**src/rtl/game_pkg.sv**
```systemverilog
// Playfield geometry and ball state encoding shared by the ball and paddle blocks.
package game_pkg;

    localparam int unsigned ScreenW  = 640;
    localparam int unsigned ScreenH  = 480;
    localparam int unsigned BallSize = 8;
    localparam int unsigned PaddleW  = 64;
    localparam int unsigned PaddleY  = 440;
    localparam int unsigned TickDiv  = 250000;

    typedef enum logic [1:0] {
        StIdle,
        StMoving,
        StMiss
    } ball_state_e;

endpackage

```
**src/rtl/tick_divider.sv**
```systemverilog
// Modulo-Div step counter; tick is high during the last count of each period.
module tick_divider #(
    parameter int unsigned Div = 4
) (
    input  logic clk,
    input  logic reset,
    input  logic enable,
    input  logic clear,
    output logic tick
);

    localparam int unsigned CntW = (Div > 2) ? $clog2(Div) : 1;
    localparam logic [CntW-1:0] CntMax = CntW'(Div - 1);

    logic [CntW-1:0] cnt_q, cnt_d;

    assign tick = enable && (cnt_q == CntMax);

    always_comb begin
        cnt_d = cnt_q;
        if (clear) begin
            cnt_d = '0;
        end else if (enable) begin
            cnt_d = tick ? '0 : cnt_q + 1'b1;
        end
    end

    always_ff @(posedge clk or posedge reset) begin
        if (reset) begin
            cnt_q <= '0;
        end else begin
            cnt_q <= cnt_d;
        end
    end

endmodule

```
**src/rtl/ball_motion.sv**
```systemverilog
// Breakout ball physics: serve from the paddle, wall/paddle reflection, miss detection.
module ball_motion
    import game_pkg::*;
#(
    parameter int unsigned SCREEN_W  = ScreenW,
    parameter int unsigned SCREEN_H  = ScreenH,
    parameter int unsigned BALL_SIZE = BallSize,
    parameter int unsigned PADDLE_W  = PaddleW,
    parameter int unsigned PADDLE_Y  = PaddleY,
    parameter int unsigned TICK_DIV  = TickDiv
) (
    input  logic       clk,
    input  logic       reset,
    input  logic       pause,
    input  logic       launch,
    input  logic [9:0] paddle_x,
    output logic [9:0] ball_x,
    output logic [9:0] ball_y,
    output logic       ball_active,
    output logic       hit,
    output logic       miss
);

    localparam logic [10:0] XMax    = 11'(SCREEN_W - BALL_SIZE);
    localparam logic [10:0] YMax    = 11'(SCREEN_H - BALL_SIZE);
    localparam logic [10:0] YRest   = 11'(PADDLE_Y - BALL_SIZE);
    localparam logic [10:0] SnapOff = 11'(PADDLE_W / 2 - BALL_SIZE / 2);
    localparam logic [10:0] XReset  = 11'(SCREEN_W / 2 - BALL_SIZE / 2);

    ball_state_e state_q, state_d;
    logic [9:0]  ball_x_q, ball_x_d, ball_y_q, ball_y_d;
    logic        dx_left_q, dx_left_d;  // 1: dx = -1
    logic        dy_up_q, dy_up_d;      // 1: dy = -1
    logic        active_q, active_d, hit_q, hit_d, miss_q, miss_d;
    logic        step, div_clear;
    logic [10:0] snap_x, bx, px;
    logic        overlap;

    tick_divider #(
        .Div(TICK_DIV)
    ) u_tick_divider (
        .clk   (clk),
        .reset (reset),
        .enable((state_q == StMoving) && !pause),
        .clear (div_clear),
        .tick  (step)
    );

    assign bx      = {1'b0, ball_x_q};
    assign px      = {1'b0, paddle_x};
    assign snap_x  = px + SnapOff;
    assign overlap = (bx + 11'(BALL_SIZE) > px) && (bx < px + 11'(PADDLE_W));

    always_comb begin
        state_d   = state_q;
        ball_x_d  = ball_x_q;
        ball_y_d  = ball_y_q;
        dx_left_d = dx_left_q;
        dy_up_d   = dy_up_q;
        hit_d     = 1'b0;
        miss_d    = 1'b0;
        div_clear = 1'b0;
        if (!pause) begin
            unique case (state_q)
                StIdle: begin
                    ball_x_d = snap_x[9:0];
                    ball_y_d = YRest[9:0];
                    if (launch) begin
                        state_d   = StMoving;
                        dx_left_d = 1'b0;
                        dy_up_d   = 1'b1;
                        div_clear = 1'b1;
                    end
                end
                StMoving: begin
                    if (step) begin
                        if (dy_up_q && ball_y_q == 10'd0) begin
                            dy_up_d  = 1'b0;
                            ball_y_d = 10'd1;
                        end else if (!dy_up_q && {1'b0, ball_y_q} == YRest && overlap) begin
                            dy_up_d  = 1'b1;
                            ball_y_d = ball_y_q - 10'd1;
                            hit_d    = 1'b1;
                        end else if (!dy_up_q && {1'b0, ball_y_q} == YMax) begin
                            miss_d  = 1'b1;
                            state_d = StMiss;
                        end else begin
                            ball_y_d = dy_up_q ? ball_y_q - 10'd1 : ball_y_q + 10'd1;
                        end
                        // A miss freezes the ball where it left the playfield.
                        if (!miss_d) begin
                            if (dx_left_q && ball_x_q == 10'd0) begin
                                dx_left_d = 1'b0;
                                ball_x_d  = 10'd1;
                            end else if (!dx_left_q && bx == XMax) begin
                                dx_left_d = 1'b1;
                                ball_x_d  = ball_x_q - 10'd1;
                            end else begin
                                ball_x_d = dx_left_q ? ball_x_q - 10'd1 : ball_x_q + 10'd1;
                            end
                        end
                    end
                end
                StMiss: begin
                    state_d   = StIdle;
                    ball_x_d  = snap_x[9:0];
                    ball_y_d  = YRest[9:0];
                    dx_left_d = 1'b0;
                    dy_up_d   = 1'b1;
                end
                default: state_d = StIdle;
            endcase
        end
        active_d = (state_d == StMoving);
    end

    always_ff @(posedge clk or posedge reset) begin
        if (reset) begin
            state_q   <= StIdle;
            ball_x_q  <= XReset[9:0];
            ball_y_q  <= YRest[9:0];
            dx_left_q <= 1'b0;
            dy_up_q   <= 1'b1;
            active_q  <= 1'b0;
            hit_q     <= 1'b0;
            miss_q    <= 1'b0;
        end else begin
            state_q   <= state_d;
            ball_x_q  <= ball_x_d;
            ball_y_q  <= ball_y_d;
            dx_left_q <= dx_left_d;
            dy_up_q   <= dy_up_d;
            active_q  <= active_d;
            hit_q     <= hit_d;
            miss_q    <= miss_d;
        end
    end

    assign ball_x      = ball_x_q;
    assign ball_y      = ball_y_q;
    assign ball_active = active_q;
    assign hit         = hit_q;
    assign miss        = miss_q;

endmodule

```
**config.mk**
```make
export PLATFORM = sky130hd
export DESIGN_NAME = ball_motion
export DESIGN_NICKNAME = d
export VERILOG_FILES = /design/src/rtl/game_pkg.sv /design/src/rtl/tick_divider.sv /design/src/rtl/ball_motion.sv
export SDC_FILE = /design/constraint.sdc
export NUM_CORES = 1
export LEC_CHECK = 0
export ABC_CLOCK_PERIOD_IN_PS = 7400
export CORE_MARGIN = 2
export CORE_UTILIZATION = 59
export DETAILED_ROUTE_END_ITERATION = 12
export PLACE_DENSITY_LB_ADDON = 0.05
export RECOVER_POWER = 50
export SLEW_MARGIN = 20
export SYNTH_ARGS = -nofsm -noshare
export SYNTH_HDL_FRONTEND = slang
export SYNTH_SLANG_ARGS = --single-unit
```
**constraint.sdc**
```tcl
create_clock -name clk -period 7.4 [get_ports clk]
set_clock_uncertainty 0.15 [all_clocks]
set_input_delay 0.74 -clock clk [delete_from_list [all_inputs] [get_ports clk]]
set_output_delay 0.74 -clock clk [all_outputs]
set_load 0.02 [all_outputs]
```
---- Yosys cells after proc, flatten, opt, wreduce, memory -nomap -nowiden ----
Index checks and enable logic that the tools add are counted.
W data, S select, Z words.
word-level totals
  output and inout bits ................... 23
  register bits after elaboration ......... 45
  logic and storage cells ................. 106
  input bits .............................. 14
operators by class
  order comparisons ....................... 2
  bitwise gates (word level) .............. 1
  muxes and demuxes ....................... 50
  eq/ne operators ......................... 13
  reduce and logical (&&, ||, !) cells .... 23
  $add $sub $neg .......................... 8
operators with widths
  kind                     number
  $mux W10                 10
  $mux W18                 3
  $pmux W10 S2             2
  $mux W1                  26
  $add A10 B1 Y10 const B  2
  $eq A10 B9 Y1 const B    2
  $logic_not A10 Y1        2
  $sub A10 B1 Y10 const B  2
  $add A18 B1 Y18 const B  1
  $eq A18 B18 Y1 const B   1
  $mux W2                  6
  $add A10 B4 Y11 const B  1
  $add A10 B7 Y11 const B  1
  $gt A11 B10 Y1           1
  $lt A10 B11 Y1           1
  $add A10 B5 Y10 const B  1
  $eq A10 B10 Y1 const B   1
  $logic_and A1 B1 Y1      9
  $reduce_and A4 Y1        2
  $ne A3 B1 Y1 const B     2
  $pmux W1 S3              2
  $reduce_and A6 Y1        1
  $reduce_and A5 Y1        1
  $eq A2 B1 Y1 const B     2
  other kinds (11)         15

---- Depth between registers and ports, before layout ----
  word-level depth ........................ 12
  depth in mapped cells ................... 12
  mapped depth without buffers ............ 12

---- By module ----
A second synthesis with hierarchy kept.
second synthesis, totals
  cells, all modules ...................... 431
  area total of the unflattened synthesis .. 3663.5 µm²
by module, submodules not included
  module        cells an instance  instances  sequential area each (µm²)  area each (µm²)
  ball_motion   316                1          688.2                       2627.5
  tick_divider  115                1          450.4                       1036.0

---- Worst setup path before layout ----
OpenSTA, ideal clock, no wires.
  path kind ............................... register to register
  start point ............................. reg ball_x_q[5] (netlist: ball_x[5])
  end point ............................... reg ball_y_q[6] (netlist: ball_y[6])
  buffers on the path ..................... 1
  slack ................................... 3915 ps
  library setup time ...................... 132 ps
  data arrival time ....................... 3203 ps
  data required time ...................... 7118 ps
  cell stages (with the launch flop) ...... 13
  clock period less this slack ............ 3485 ps
  cells stage by stage .................... dfstp_2 -> clkbuf_1 -> and3_1 -> and3_1 -> xor2_1 -> ha_1 -> nand3_1 -> o21ba_2 -> o21ai_0 -> a2111o_1 -> a2111oi_4 -> or2_2 -> o211ai_2
between the ends
  word-level cells in the longest chain between the ends .. 8
  elaborated cells on any way between the ends .. 11
  classes of those cells .................. add/sub: 1; order compare: 2; eq/ne: 1; mux: 4; reduce/logical: 3
ends and longest elaborated chain
  element                  RTL line            source
  start, declared          ball_motion.sv:31   logic [9:0] ball_x_q, ball_x_d, ball_y_q, ball_y_d;
  start signal, assigned   ball_motion.sv:120  ball_x_q <= XReset[9:0];
  start signal, assigned   ball_motion.sv:129  ball_x_q <= ball_x_d;
  $add A10 B4 Y11          ball_motion.sv:52   assign overlap = (bx + 11'(BALL_SIZE) > px) && (bx < px + 11'(PADDLE_W));
  $gt A11 B10 Y1           ball_motion.sv:52
  $logic_and A1 B1 Y1 (*)  ball_motion.sv:52
  $logic_and A1 B1 Y1 (*)  ball_motion.sv:80   end else if (!dy_up_q && {1'b0, ball_y_q} == YRest && overlap) begin
  $mux W10                 ball_motion.sv:80
  $mux W10                 ball_motion.sv:77   if (dy_up_q && ball_y_q == 10'd0) begin
  $mux W10                 ball_motion.sv:76   if (step) begin
  $pmux W10 S2             ball_motion.sv:64   unique case (state_q)
  end signal, assigned     ball_motion.sv:121  ball_y_q <= YRest[9:0];
  end signal, assigned     ball_motion.sv:130  ball_y_q <= ball_y_d;
  end, declared            ball_motion.sv:31
Every way passes the cells marked *; elsewhere a longest branch is shown, timed or not. The select of a mux whose other input is x is not followed.
A chain may end at the register's enable or synchronous reset.

---- Worst setup path after layout ----
  start point ............................. in pause
  end point ............................... reg ball_y_q[3] (netlist: ball_y[3])
between the ends
  word-level cells in the longest chain between the ends .. 5
  elaborated cells on any way between the ends .. 6
  classes of those cells .................. eq/ne: 1; bitwise: 1; reduce/logical: 4
ends and longest elaborated chain
  element                          RTL line            source
  start, declared                  ball_motion.sv:14   input logic pause,
  $logic_not A1 Y1                 --
  $logic_and A1 B1 Y1              ball_motion.sv:44   .enable((state_q == StMoving) && !pause),
  $logic_and A1 B1 Y1              tick_divider.sv:17  assign tick = enable && (cnt_q == CntMax);
  $ne A2 B1 Y1 (no line)           --
  $reduce_and A4 Y1 (no line) (*)  --
Every way passes the cells marked *; elsewhere a longest branch is shown, timed or not.

==> metrics.txt <==
status finished with violations; failing checks max-capacitance violations, max-slew violations; n_diodes 0; Final ANT Viol Nets 0; DR vias 3384; Largest delay share family, worst path simple AND/OR/NAND/NOR gates; area fraction of the dominant cell type after synthesis 24.7%; Final min period 3.91 ns; die area 0.00663 mm²; htree depth 2; Slew headroom -16.5%; I/O Buffers 36; Fillers 458; Post-CTS Hold Buffers 0; Leak 1.64 nW; Peak VDD IR 0.150 mV; worst path cell trace clkdlybuf4s50_1, nor3b_1, nand4_1, or4_1, a21oi_1, nand2_1, o311ai_0; Top FF cell, synth dfrtp_1; Seq. cell area 0.00114 mm²; maxcap violations 1; CP peak stage delay 0.85 ns; EDFF count, synth 0; number of clock sinks 45; layout net count 497; 1st-iter DRT viols 246; largest net degree at the start of global routing 46; CTS tree done; synthesized area 0.00354 mm²; post-DP HPWL 6340 µm; Site Rows 28; Core Area 0.00585 mm²; routability congestion estimate from global placement 0.897; RSZ-0062 raised after global routing false; I/O Pins 37; CP max FO 13; Unique masters post-synth 60; gr busiest metal met2; root buffer selected by CTS clkbuf_8; vias in the first global route 3132; detail-routed net length per standard cell 16.7 µm; Post-Layout Cell Count 531; max-slew violations 46; Total Neg Setup Slack 0 ns; post-DR vias/cell 6.37; most frequent cell after synthesis nand2_1; Synth Net Count 474; Global Route met3 Usage 3.74%; 1st-pass router iterations 5; area grow syn2layout 13.8%; drt drc 0; Critical Path Start Type input port; Seq/Total Area, Yosys 32.2%; WL final 8870 µm; Die Ht 81.5 µm; first-pass GRT wire length 14700 µm; Die Width 81.5 µm; Longest Clk Path Bufs 2; Crit-path slowest cell a21oi_1; final instance area 0.00403 mm²; Synth Warn # 0; Initial Utilization 60.5%; Async SR Flop Fraction 100%; post-CTS setup buffers 0; CP Buf/Inv Count 1; CP required 7.44 ns; layout cells sized above 1 5.26%; CTS resizes 0; Fin. Hold Viols 0; gr ovfl total 0; mean area per synthesized cell 8.19 µm²; Crit Path Class input port to flip-flop; Synth area leaders dfrtp_1 (25%), ha_1 (9.9%), dfstp_2 (7.4%); Gate Count Post-Synth 432; top post-synthesis cells by count nand2_1 (43), dfrtp_1 (35), nor2_1 (35), o21ai_0 (35), ha_1 (28); clock slew at reported path FFs 0.10 ns; Yosys reg bits 45; TritonCTS Buffers 5; Multi-input gate area 0.00223 mm²; initial antenna violation count 0; GR Util met1 39.3%; Min-Delay Path Class flip-flop to flip-flop; Worst-Skew Late Latency 0.30 ns; Worst setup EP type flip-flop; Overall Global Routing Usage 28.4%; Worst Max-Slew Pin Slew 1.75 ns; post-synth top area cell dfrtp_1; cell area power density 145 mW/mm²; number of cells after detailed placement 523; grt met2 use 47.6%; Worst EP arrival 3.96 ns; final period utilization 52.9%; placed inst area 0.00391 mm²; Max Clk Rate 256 MHz; final setup violation count 0; Finished Core Util 68.8%
[through the flow]
step                      total power, mW  worst slack, ns  hold slack, ns
after floorplan                     0.356             3.92           0.306
after global placement              0.388             3.37           0.333
after detailed placement            0.392             3.18           0.338
after CTS                           0.585             3.51           0.348
after global routing                0.611             3.19           0.368
final                               0.583             3.49           0.347
[layout by cell type (no fill, tap or decap), types with 14 or more instances in the layout]
cell type and instances:
nand2_1 43, o21ai_0 35, nor2_1 35, dfrtp_1 35, ha_1 28, inv_1 24, clkdlybuf4s50_1 24, nand3_1 23
a21oi_1 21, nor3_1 14
[flip-flops by register name, summed over array words and instances (netlist names)]
name                  cells
state_q                   2
dy_up_q                   1
ball_y                   10
hit                       1
miss                      1
dx_left_q                 1
ball_x                   10
ball_active               1
u_tick_divider.cnt_q     18
[final timing paths]
kind / from / endpoint / slack [ns] / cells past startpoint
worst min register to register: u_tick_divider.cnt_q[17]$_DFFE_PP0P_ / u_tick_divider.cnt_q[17]$_DFFE_PP0P_ / 0.35 / 1
worst min-delay path: u_tick_divider.cnt_q[17]$_DFFE_PP0P_ / u_tick_divider.cnt_q[17]$_DFFE_PP0P_ / 0.35 / 1
max in group asynchronous: reset / state_q[0]$_DFF_PP0_ / 4.80 / 2
worst max register to register: state_q[0]$_DFF_PP0_ / ball_y[3]$_DFFE_PP0P_ / 3.57 / 6
worst max-delay path: pause / ball_y[3]$_DFFE_PP0P_ / 3.49 / 7
min in group asynchronous: reset / ball_x[6]$_DFFE_PP0P_ / 1.28 / 2
[layer usage]
layer	part of all wire, %	vias up
met5	0	-
met4	0.91	0
met3	5.9	14
met2	48	129
met1	45	1619
li1	-	1622
[layout make-up]
| class | instances | share of cell area (%) |
|---|---|---|
| Tap cell | 75 | 2.33 |
| Multi-Input combinational cell | 342 | 55.3 |
| Clock inverter | 3 | 1.09 |
| Sequential cell | 45 | 28.3 |
| Timing Repair Buffer | 36 | 8.95 |
| Inverter | 25 | 2.33 |
| Clock buffer | 5 | 1.71 |
[kinds of logic after synthesis]
logic type | count (synthesis) | share of synthesized area (%)
and+or+nand+nor | 176 | 25.1
buffers and inverters | 45 | 4.91
DFF | 45 | 32.2
adders and majority gates | 28 | 9.90
xor gates and xnor gates | 26 | 6.43
AOI/OAI and AO/OA | 112 | 21.5
[power breakdown]
group	total [mW]	internal, mW	switching [mW]
Combinational	0.0954	0.0429	0.0524
Clock	0.195	0.101	0.0937
Sequential	0.293	0.266	0.0271
Total	0.583	0.410	0.173
(Power assumes the default switching activity.)
